<file path="src/rtl/soqpsk_pkg.sv">
// Constants and types shared by the SOQPSK lookup-ROM arbiter and its requesters.
// The tag carries a granted read through the fixed ROM pipeline.
package soqpsk_pkg;

    localparam int LUT_AW      = 9;
    localparam int LUT_DW      = 14;
    localparam int LUT_DEPTH   = 512;
    localparam int LUT_ROM_LAT = 2;

    localparam int MAX_NREQ = 8;
    localparam int ID_W     = $clog2(MAX_NREQ);

    typedef struct packed {
        logic            valid;
        logic [ID_W-1:0] id;
    } lut_tag_t;

endpackage : soqpsk_pkg

</file>
<file path="src/rtl/rr_arbiter_core.sv">
// Round-robin priority pick over NREQ level requests, plus the rotating pointer.
// The pointer moves one past the winner and holds on idle cycles.
module rr_arbiter_core
    import soqpsk_pkg::*;
#(
    parameter int NREQ = 4
) (
    input  logic            clock,
    input  logic            reset_n,
    input  logic            i_enable,
    input  logic [NREQ-1:0] i_req,
    output logic [NREQ-1:0] o_gnt,
    output logic [ID_W-1:0] o_gnt_id,
    output logic            o_gnt_any
);

    logic [ID_W-1:0]     r_ptr;
    logic [MAX_NREQ-1:0] w_req_ext;
    logic [MAX_NREQ-1:0] w_gnt_ext;
    logic [ID_W-1:0]     w_gnt_id;
    logic                w_found;
    logic [ID_W:0]       w_sum;
    logic [ID_W-1:0]     w_cand;

    assign w_req_ext = MAX_NREQ'(i_req);

    // NOTE: every output of this block gets a default before the scan so no path
    // through the loop can leave a value unassigned and infer a latch.
    always_comb begin
        w_gnt_ext = '0;
        w_gnt_id  = '0;
        w_found   = 1'b0;
        w_sum     = '0;
        w_cand    = '0;
        if (i_enable) begin
            for (int k = 0; k < NREQ; k++) begin
                w_sum = {1'b0, r_ptr} + (ID_W+1)'(k);
                if (w_sum >= (ID_W+1)'(NREQ)) begin
                    w_sum = w_sum - (ID_W+1)'(NREQ);
                end
                w_cand = w_sum[ID_W-1:0];
                if (!w_found && w_req_ext[w_cand]) begin
                    w_found           = 1'b1;
                    w_gnt_id          = w_cand;
                    w_gnt_ext[w_cand] = 1'b1;
                end
            end
        end
    end

    // NOTE: clocked state uses non-blocking assignments so every flop samples
    // pre-edge values regardless of statement order.
    always_ff @(posedge clock or negedge reset_n) begin
        if (!reset_n) begin
            r_ptr <= '0;
        end else if (w_found) begin
            r_ptr <= (w_gnt_id == ID_W'(NREQ - 1)) ? '0 : w_gnt_id + 1'b1;
        end
    end

    assign o_gnt     = w_gnt_ext[NREQ-1:0];
    assign o_gnt_id  = w_gnt_id;
    assign o_gnt_any = w_found;

endmodule : rr_arbiter_core

</file>
<file path="src/rtl/soqpsk_lut_arbiter.sv">
// Shares one single-port SOQPSK lookup ROM between NREQ requesters, one read per
// clock, and returns each word to its requester with a one-hot valid strobe.
module soqpsk_lut_arbiter
    import soqpsk_pkg::*;
#(
    parameter int NREQ    = 4,
    parameter int AW      = LUT_AW,
    parameter int DW      = LUT_DW,
    parameter int ROM_LAT = LUT_ROM_LAT
) (
    input  logic               clock,
    input  logic               reset_n,
    input  logic               enable,
    input  logic [NREQ-1:0]    req,
    input  logic [NREQ*AW-1:0] req_addr,
    output logic [NREQ-1:0]    gnt,
    output logic [AW-1:0]      rom_addr,
    input  logic [DW-1:0]      rom_q,
    output logic [NREQ-1:0]    rsp_valid,
    output logic [DW-1:0]      rsp_data
);

    logic [NREQ-1:0] w_gnt;
    logic [ID_W-1:0] w_gnt_id;
    logic            w_gnt_any;
    logic            w_enable;
    logic [AW-1:0]   w_rom_addr;
    logic [NREQ-1:0] w_rsp_valid;

    logic [AW-1:0]   r_last_addr;
    logic [DW-1:0]   r_rsp_data;
    lut_tag_t        r_tag [ROM_LAT+1];

    // Grants are suppressed while reset is asserted so gnt reads 0 during reset.
    assign w_enable = enable & reset_n;

    rr_arbiter_core #(
        .NREQ      (NREQ)
    ) u_core (
        .clock     (clock),
        .reset_n   (reset_n),
        .i_enable  (w_enable),
        .i_req     (req),
        .o_gnt     (w_gnt),
        .o_gnt_id  (w_gnt_id),
        .o_gnt_any (w_gnt_any)
    );

    always_comb begin
        w_rom_addr = r_last_addr;
        for (int i = 0; i < NREQ; i++) begin
            if (w_gnt[i]) begin
                w_rom_addr = req_addr[i*AW +: AW];
            end
        end
    end

    // NOTE: the tag pipe is reset, unlike a plain data array, because its valid
    // bits must drop in-flight reads on reset; rsp_data resets to a known 0.
    always_ff @(posedge clock or negedge reset_n) begin
        if (!reset_n) begin
            r_last_addr <= '0;
            r_rsp_data  <= '0;
            r_tag       <= '{default: '0};
        end else begin
            if (w_gnt_any) begin
                r_last_addr <= w_rom_addr;
            end
            r_tag[0] <= '{valid: w_gnt_any, id: w_gnt_id};
            for (int s = 1; s <= ROM_LAT; s++) begin
                r_tag[s] <= r_tag[s-1];
            end
            // rom_q carries the word for stage ROM_LAT-1 in this cycle.
            if (r_tag[ROM_LAT-1].valid) begin
                r_rsp_data <= rom_q;
            end
        end
    end

    always_comb begin
        w_rsp_valid = '0;
        for (int i = 0; i < NREQ; i++) begin
            w_rsp_valid[i] = r_tag[ROM_LAT].valid && (r_tag[ROM_LAT].id == ID_W'(i));
        end
    end

    assign gnt       = w_gnt;
    assign rom_addr  = w_rom_addr;
    assign rsp_valid = w_rsp_valid;
    assign rsp_data  = r_rsp_data;

endmodule : soqpsk_lut_arbiter
</file>
<file path="config.mk">
export PLATFORM = sky130hd
export DESIGN_NAME = soqpsk_lut_arbiter
export DESIGN_NICKNAME = d
export VERILOG_FILES = /design/src/rtl/soqpsk_pkg.sv /design/src/rtl/rr_arbiter_core.sv /design/src/rtl/soqpsk_lut_arbiter.sv
export SDC_FILE = /design/constraint.sdc
export NUM_CORES = 1
export LEC_CHECK = 0
export CORE_MARGIN = 3
export CORE_UTILIZATION = 25
export DETAILED_ROUTE_END_ITERATION = 8
export SETUP_SLACK_MARGIN = 0.3
export SYNTH_ARGS = -nofsm -noshare
export SYNTH_HDL_FRONTEND = slang
export SYNTH_HIERARCHICAL = 1
export SYNTH_SLANG_ARGS = --single-unit
</file>
<file path="constraint.sdc">
create_clock -name clock -period 3.91 [get_ports clock]
set_clock_uncertainty 0.05 [all_clocks]
set_input_delay 0.5865 -clock clock [delete_from_list [all_inputs] [get_ports clock]]
set_output_delay 0.5865 -clock clock [all_outputs]
set_load 0.1 [all_outputs]
</file>
## After elaboration in Yosys (flattened, before gate mapping)

Index checks and enable logic that the tools add are counted.

- Input port bits: 57
- Word-level logic and storage cells: 102
- Register bits after elaboration: 38

- Bitwise gates (word level): 4
- Eq/ne operators: 4
- Add/subtract/negate cells: 8
- Multiplexer cells: 50
- Order comparisons: 12
- Reduce and logical (&&, ||, !) cells: 15

Operators by type and width:

| cell | count |
|---|---|
| 3-bit two-way mux | 14 |
| 9-bit two-way mux | 4 |
| 4-bit two-way mux | 8 |
| 3-bit by 4-bit < comparator with 1-bit output (second input constant) | 4 |
| 1-bit two-way mux | 16 |
| 1-bit binary-select mux with 3-bit select | 4 |
| 1-bit demux with 3-bit select | 4 |
| 3-bit by 1-bit greater-or-equal comparator with 1-bit output (second input constant) | 4 |
| 4-bit by 3-bit greater-or-equal comparator with 1-bit output (second input constant) | 3 |
| 4-bit bitwise OR | 3 |
| 3-bit subtractor (second input constant) | 4 |
| 1-bit logical AND | 11 |
| 3-bit by 2-bit == test with 1-bit output (second input constant) | 3 |
| 3-bit by 2-bit adder with 4-bit output (second input constant) | 2 |
| 3-bit by 1-bit adder with 4-bit output (second input constant) | 1 |
| 3-bit by 1-bit adder with 3-bit output (second input constant) | 1 |
| 3-bit by 1-bit == test with 1-bit output (second input constant) | 1 |
| 3-bit greater-or-equal comparator (second input constant) | 1 |
| 1-bit logical NOT | 3 |
| 3-bit logical NOT | 1 |
| 1-bit AND | 1 |

## Longest topological paths before layout

- Depth after elaboration: 23
- Depth in mapped cells: 15
- Depth with buffers taken out: 10

## By module

The synthesis kept the hierarchy.

Modules (own cells, without submodules):

| module | cells each | times used | area each (sq um) | seq. area each (sq um) |
|---|---|---|---|---|
| soqpsk_lut_arbiter | 135 | 1 | 1,755.4 | 875.8 |
| rr_arbiter_core | 76 | 1 | 669.4 | 75.1 |

## Worst setup path before layout

No wires, ideal clock.

- Path type: register to output
- Start point: register u_core.r_ptr[0]
- End point: output rom_addr[0]
- Data arrival time: 6,539 ps
- Path buffers: 4
- Path slack: -3,266 ps
- Stages on the path, launching flop included: 15
- Path through: dfrtp_1 -> buf_6 -> clkbuf_1 -> inv_1 -> ha_1 -> buf_2 -> mux4_2 -> a21o_1 -> nor3b_2 -> mux2i_1 -> a211oi_1 -> buf_6 -> mux2i_1 -> a2111oi_2 -> nand2b_1

- Word-level cells in the longest chain between the ends: 23
- Elaborated cells between the ends (all ways): 74

RTL lines:

| item | RTL line | text |
|---|---|---|
| start, declared | rr_arbiter_core.sv:17 | `logic [ID_W-1:0] r_ptr;` |
| start signal, assigned | rr_arbiter_core.sv:57 | `r_ptr <= (w_gnt_id == ID_W'(NREQ - 1)) ? '0 : w_gnt_id + 1'b1;` |
| branches (longest 17 deep; another with 3-bit by 1-bit adder with 4-bit output) | - |  |
| 4-bit two-way mux (*) | rr_arbiter_core.sv:42 | `if (!w_found && w_req_ext[w_cand]) begin` |
| 4-bit two-way mux (*) | rr_arbiter_core.sv:35 | `if (i_enable) begin` |
| named net gnt[0] | soqpsk_lut_arbiter.sv:16 | `output logic [NREQ-1:0] gnt,` |
| 9-bit two-way mux (*) (4 in series) | soqpsk_lut_arbiter.sv:52 | `if (w_gnt[i]) begin` |
| end, declared | soqpsk_lut_arbiter.sv:17 | `output logic [AW-1:0] rom_addr,` |

Mark *: on every way through the listed nets, which the timed path passes. The select of a mux whose other input is x is not followed.

## Worst setup path in the final report

- Start point: register u_core.r_ptr[0]
- End point: output rom_addr[8]

- Word-level cells in the longest chain between the ends: 23
- Elaborated cells between the ends (all ways): 74

RTL lines:

| item | RTL line |
|---|---|
| branches (longest 17 deep; another with 3-bit by 1-bit adder with 4-bit output) | - |
| 4-bit two-way mux (*) | rr_arbiter_core.sv:42 |
| 4-bit two-way mux (*) | rr_arbiter_core.sv:35 |
| 9-bit two-way mux (3 in series) | soqpsk_lut_arbiter.sv:52 |
| 9-bit two-way mux (*) | soqpsk_lut_arbiter.sv:52 |

Mark *: on every way between the ends. The select of a mux whose other input is x is not followed.

==> impl_metrics.json <==
{
  "status": "complete, but fails checks",
  "failed_checks": "setup timing",
  "die_h_um": 104.5,
  "hold_violations": 0,
  "arrival_ns": 3.59,
  "nets": 407,
  "critPathKind": "reg -> out",
  "core.rowCount": 35,
  "required_ns": 3.27,
  "path_clk_slew_ns": 0.08,
  "ios": 88,
  "start_util_pct": 26.00,
  "dp.cells": 443,
  "synth_nets": 277,
  "syn_area_sq_mm": 0.002425,
  "timing.final.crit_share_pct": 108.1,
  "yosys_most_used_dff": "dfrtp_1",
  "synth_compound_area_share_pct": 14.55,
  "tightest_slew_ns": 0.9855,
  "maxCapViolations": 0,
  "coreArea_sq_mm": 0.009328,
  "worstSetupStartpointType": "flip-flop",
  "port_buffers": 87,
  "die_area_sq_mm": 0.01092,
  "final_core_util_pct": 47.83,
  "synthCells": 211,
  "synth_top_family_by_area": "simple AND/OR/NAND/NOR gates",
  "drtPass1Iterations": 4,
  "rr_startpoint": "u_core/r_ptr[0]",
  "wl_per_cell_um": 14.91,
  "cts_sinks": 38,
  "seq_area_frac_synth_pct": 39.22,
  "final.min_clock_period_ns": 4.227,
  "grt_antenna_before_repair": 0,
  "end_kind": "primary output",
  "syn_avg_cell_area_sq_um": 11.49,
  "instances_no_fill": 470,
  "drv_slew": 0,
  "final_area_sq_mm": 0.004462,
  "fillers": 836,
  "hold_path.class": "reg -> reg",
  "ys_async_sr_fraction_pct": 100.0,
  "power_mw": 4.002,
  "synthSimpleGateAreaFrac_pct": 20.23,
  "pre_cts_ws_ns": -0.3640,
  "num_vias": 2145,
  "overflow": 0,
  "vdd_drop_max_mv": 0.5278,
  "routed_wl_um": 7010,
  "fmax_mhz": 236.6,
  "root_buffer": "clkbuf_8",
  "leakagePower_nw": 1.840,
  "cts_buffers": 5,
  "post_dp_cell_area_sq_mm": 0.003885,
  "synth_mux_area_share_pct": 16.10,
  "power.density_mw_per_mm2": 896.9,
  "drive_gt1_share_pct": 41.64,
  "htreeDepth": 2,
  "setup_ws_ns": -0.3172,
  "synthAdderAreaFrac_pct": 4.644,
  "die_w_um": 104.5,
  "grt_max_degree": 39,
  "place_congestion": 0.8654,
  "ys.warnings.count": 6,
  "startpoint": "u_core/r_ptr[0]",
  "avgViaCountPerCell": 4.564,
  "clk_latency_ns": 0.29,
  "synth_edf_count": 0,
  "place.detailed.hpwl_um": 4890,
  "grt_usage_pct": 12.30,
  "cts.path.max_buffers": 2,
  "path_max_fanout": 6,
  "ys_types": 48,
  "syn2layout_area_growth_pct": 84.00,
  "synthXorXnorAreaFrac_pct": 0.3612,
  "drtAntennaViolNets": 0,
  "drc": 0,
  "drt-initial-drc-count": 43,
  "cts_tree": "done",
  "grt_setup_unrepaired": "yes",
  "setup_viol": 9,
  "min_from": "r_tag[11]",
  "antenna_cells": 0,
  "slew_headroom_pct": 34.09,
  "grt_pass1_vias": 2161,
  "ys_ff_latch": 38,
  "grt_pass1_wl_um": 11000
}
## cell usage in the layout (no fill, tap or decap), types with 3 or more instances in the layout
| master | count |
|---|---|
| buf_12 | 18 |
| buf_6 | 7 |
| nor3_1 | 3 |
| mux2_2 | 15 |
| nand2b_4 | 9 |
| nand2b_1 | 3 |
| inv_1 | 3 |
| nor2_1 | 3 |
| nand2_1 | 19 |
| ha_1 | 7 |
| clkbuf_8 | 6 |
| buf_4 | 33 |
| mux2i_1 | 7 |
| o22a_1 | 9 |
| nor2b_1 | 7 |
| nor3b_4 | 4 |
| clkdlybuf4s50_1 | 69 |
| mux2i_2 | 7 |
| nand4_1 | 3 |
| dfrtp_1 | 38 |
| dlygate4sd2_1 | 3 |
| a2111oi_4 | 9 |
| nor3b_2 | 6 |
## sequential cells by signal (all words and copies together) (netlist names)
name and flops:
rsp_data 14, r_tag 12, r_last_addr 9, u_core/r_ptr 3
## what timing repair did
| action | in CTS | in global routing |
|---|---|---|
| setup endpoints to repair | 11 | 12 |
| pin swaps | 5 | 17 |
| hold buffers | 0 | 0 |
| setup buffers | 6 | 11 |
| endpoints found under the hold margin | 0 | 0 |
| resized for setup | 15 | 29 |
| cloned | 1 | 2 |
## cell type report
type,instances,area [sq um],share of cell area (%)
clock buffers,6,82.58,1.851
clock inverters,1,30.03,0.6730
well taps,129,161.4,3.618
inverters,6,27.53,0.6169
repair buffers,136,1514,33.93
flip-flops and latches,38,950.9,21.31
multi-input cells,154,1695,38.00
## kinds of logic (layout without fill, tap and decap cells)
group                    Yosys count  in the layout
flip-flops                        38             38
AO/OA/AOI/OAI                     37             37
adder cells (fa/ha/maj)            9              9
other                              1              1
buffers and inverters             19            149
multiplexers                      33             33
XOR/XNOR                           1              1
AND/OR/NAND/NOR                   73             73
## where the power goes
part	internal, mW	leakage, nW	switching (mW)
registers	0.512	0.449	0.0772
logic	1.35	1.33	1.72
clock network	0.204	0.0573	0.134
## cells in the mapped netlist (3+ instances only)
master	count	area share [%]
ha_1	9	4.6
o22a_1	9	3.3
nand2_1	20	3.1
nor2b_1	8	2.1
nand4_1	3	0.77
dfrtp_1	38	39
nor3b_2	10	5.2
mux2_2	15	7.0
nand2b_1	12	3.1
nor2_1	3	0.46
nor3_1	3	0.62
inv_1	5	0.77
a2111oi_2	9	5.6
mux2i_1	15	6.2
buf_2	4	0.83
buf_6	3	1.4
a21oi_1	4	0.83
clkbuf_1	3	0.46
## metrics by stage
stage	hold WS (ns)	TNS (ns)
3_3_place_gp	0.2819	-2.672
5_1_grt	0.3083	-4.071
4_1_cts	0.3017	-2.287
3_5_place_dp	0.2858	-2.862
6_report	0.3002	-2.671
2_1_floorplan	0.2409	-10.65
## critical path: stages (launching register included)
cell       delay [ns]
dfrtp_1          0.44
inv_6            0.04
ha_4             0.28
mux4_2           0.49
a21o_1           0.24
nor3b_4          0.24
buf_4            0.15
nand4_1          0.15
a21oi_4          0.28
nor2_4           0.08
buf_12           0.16
a2111oi_4        0.37
nand2b_4         0.20
buf_12           0.17
## worst paths after layout
kind | slack (ns) | cells after the start | to
setup / recovery | -0.32 | 13 | rom_addr[8]
hold / removal | 0.30 | 0 | r_tag[7]
setup reg to reg | 0.44 | 15 | r_last_addr[5]
hold reg to reg | 0.30 | 0 | r_tag[7]
max in group asynchronous | 3.10 | 2 | rsp_data[4]
min in group asynchronous | 0.36 | 2 | u_core/r_ptr[0]
## layer usage
metal | global-route usage, % | vias up | share of wire (%)
met5 | 0 | - | 0
met4 | 3.514 | 0 | 1.3
met3 | 3.290 | 6 | 5.4
met2 | 20.48 | 67 | 48
met1 | 15.61 | 1032 | 45
li1 | - | 1040 | -
No activity file was read; power rests on OpenSTA's default activity.
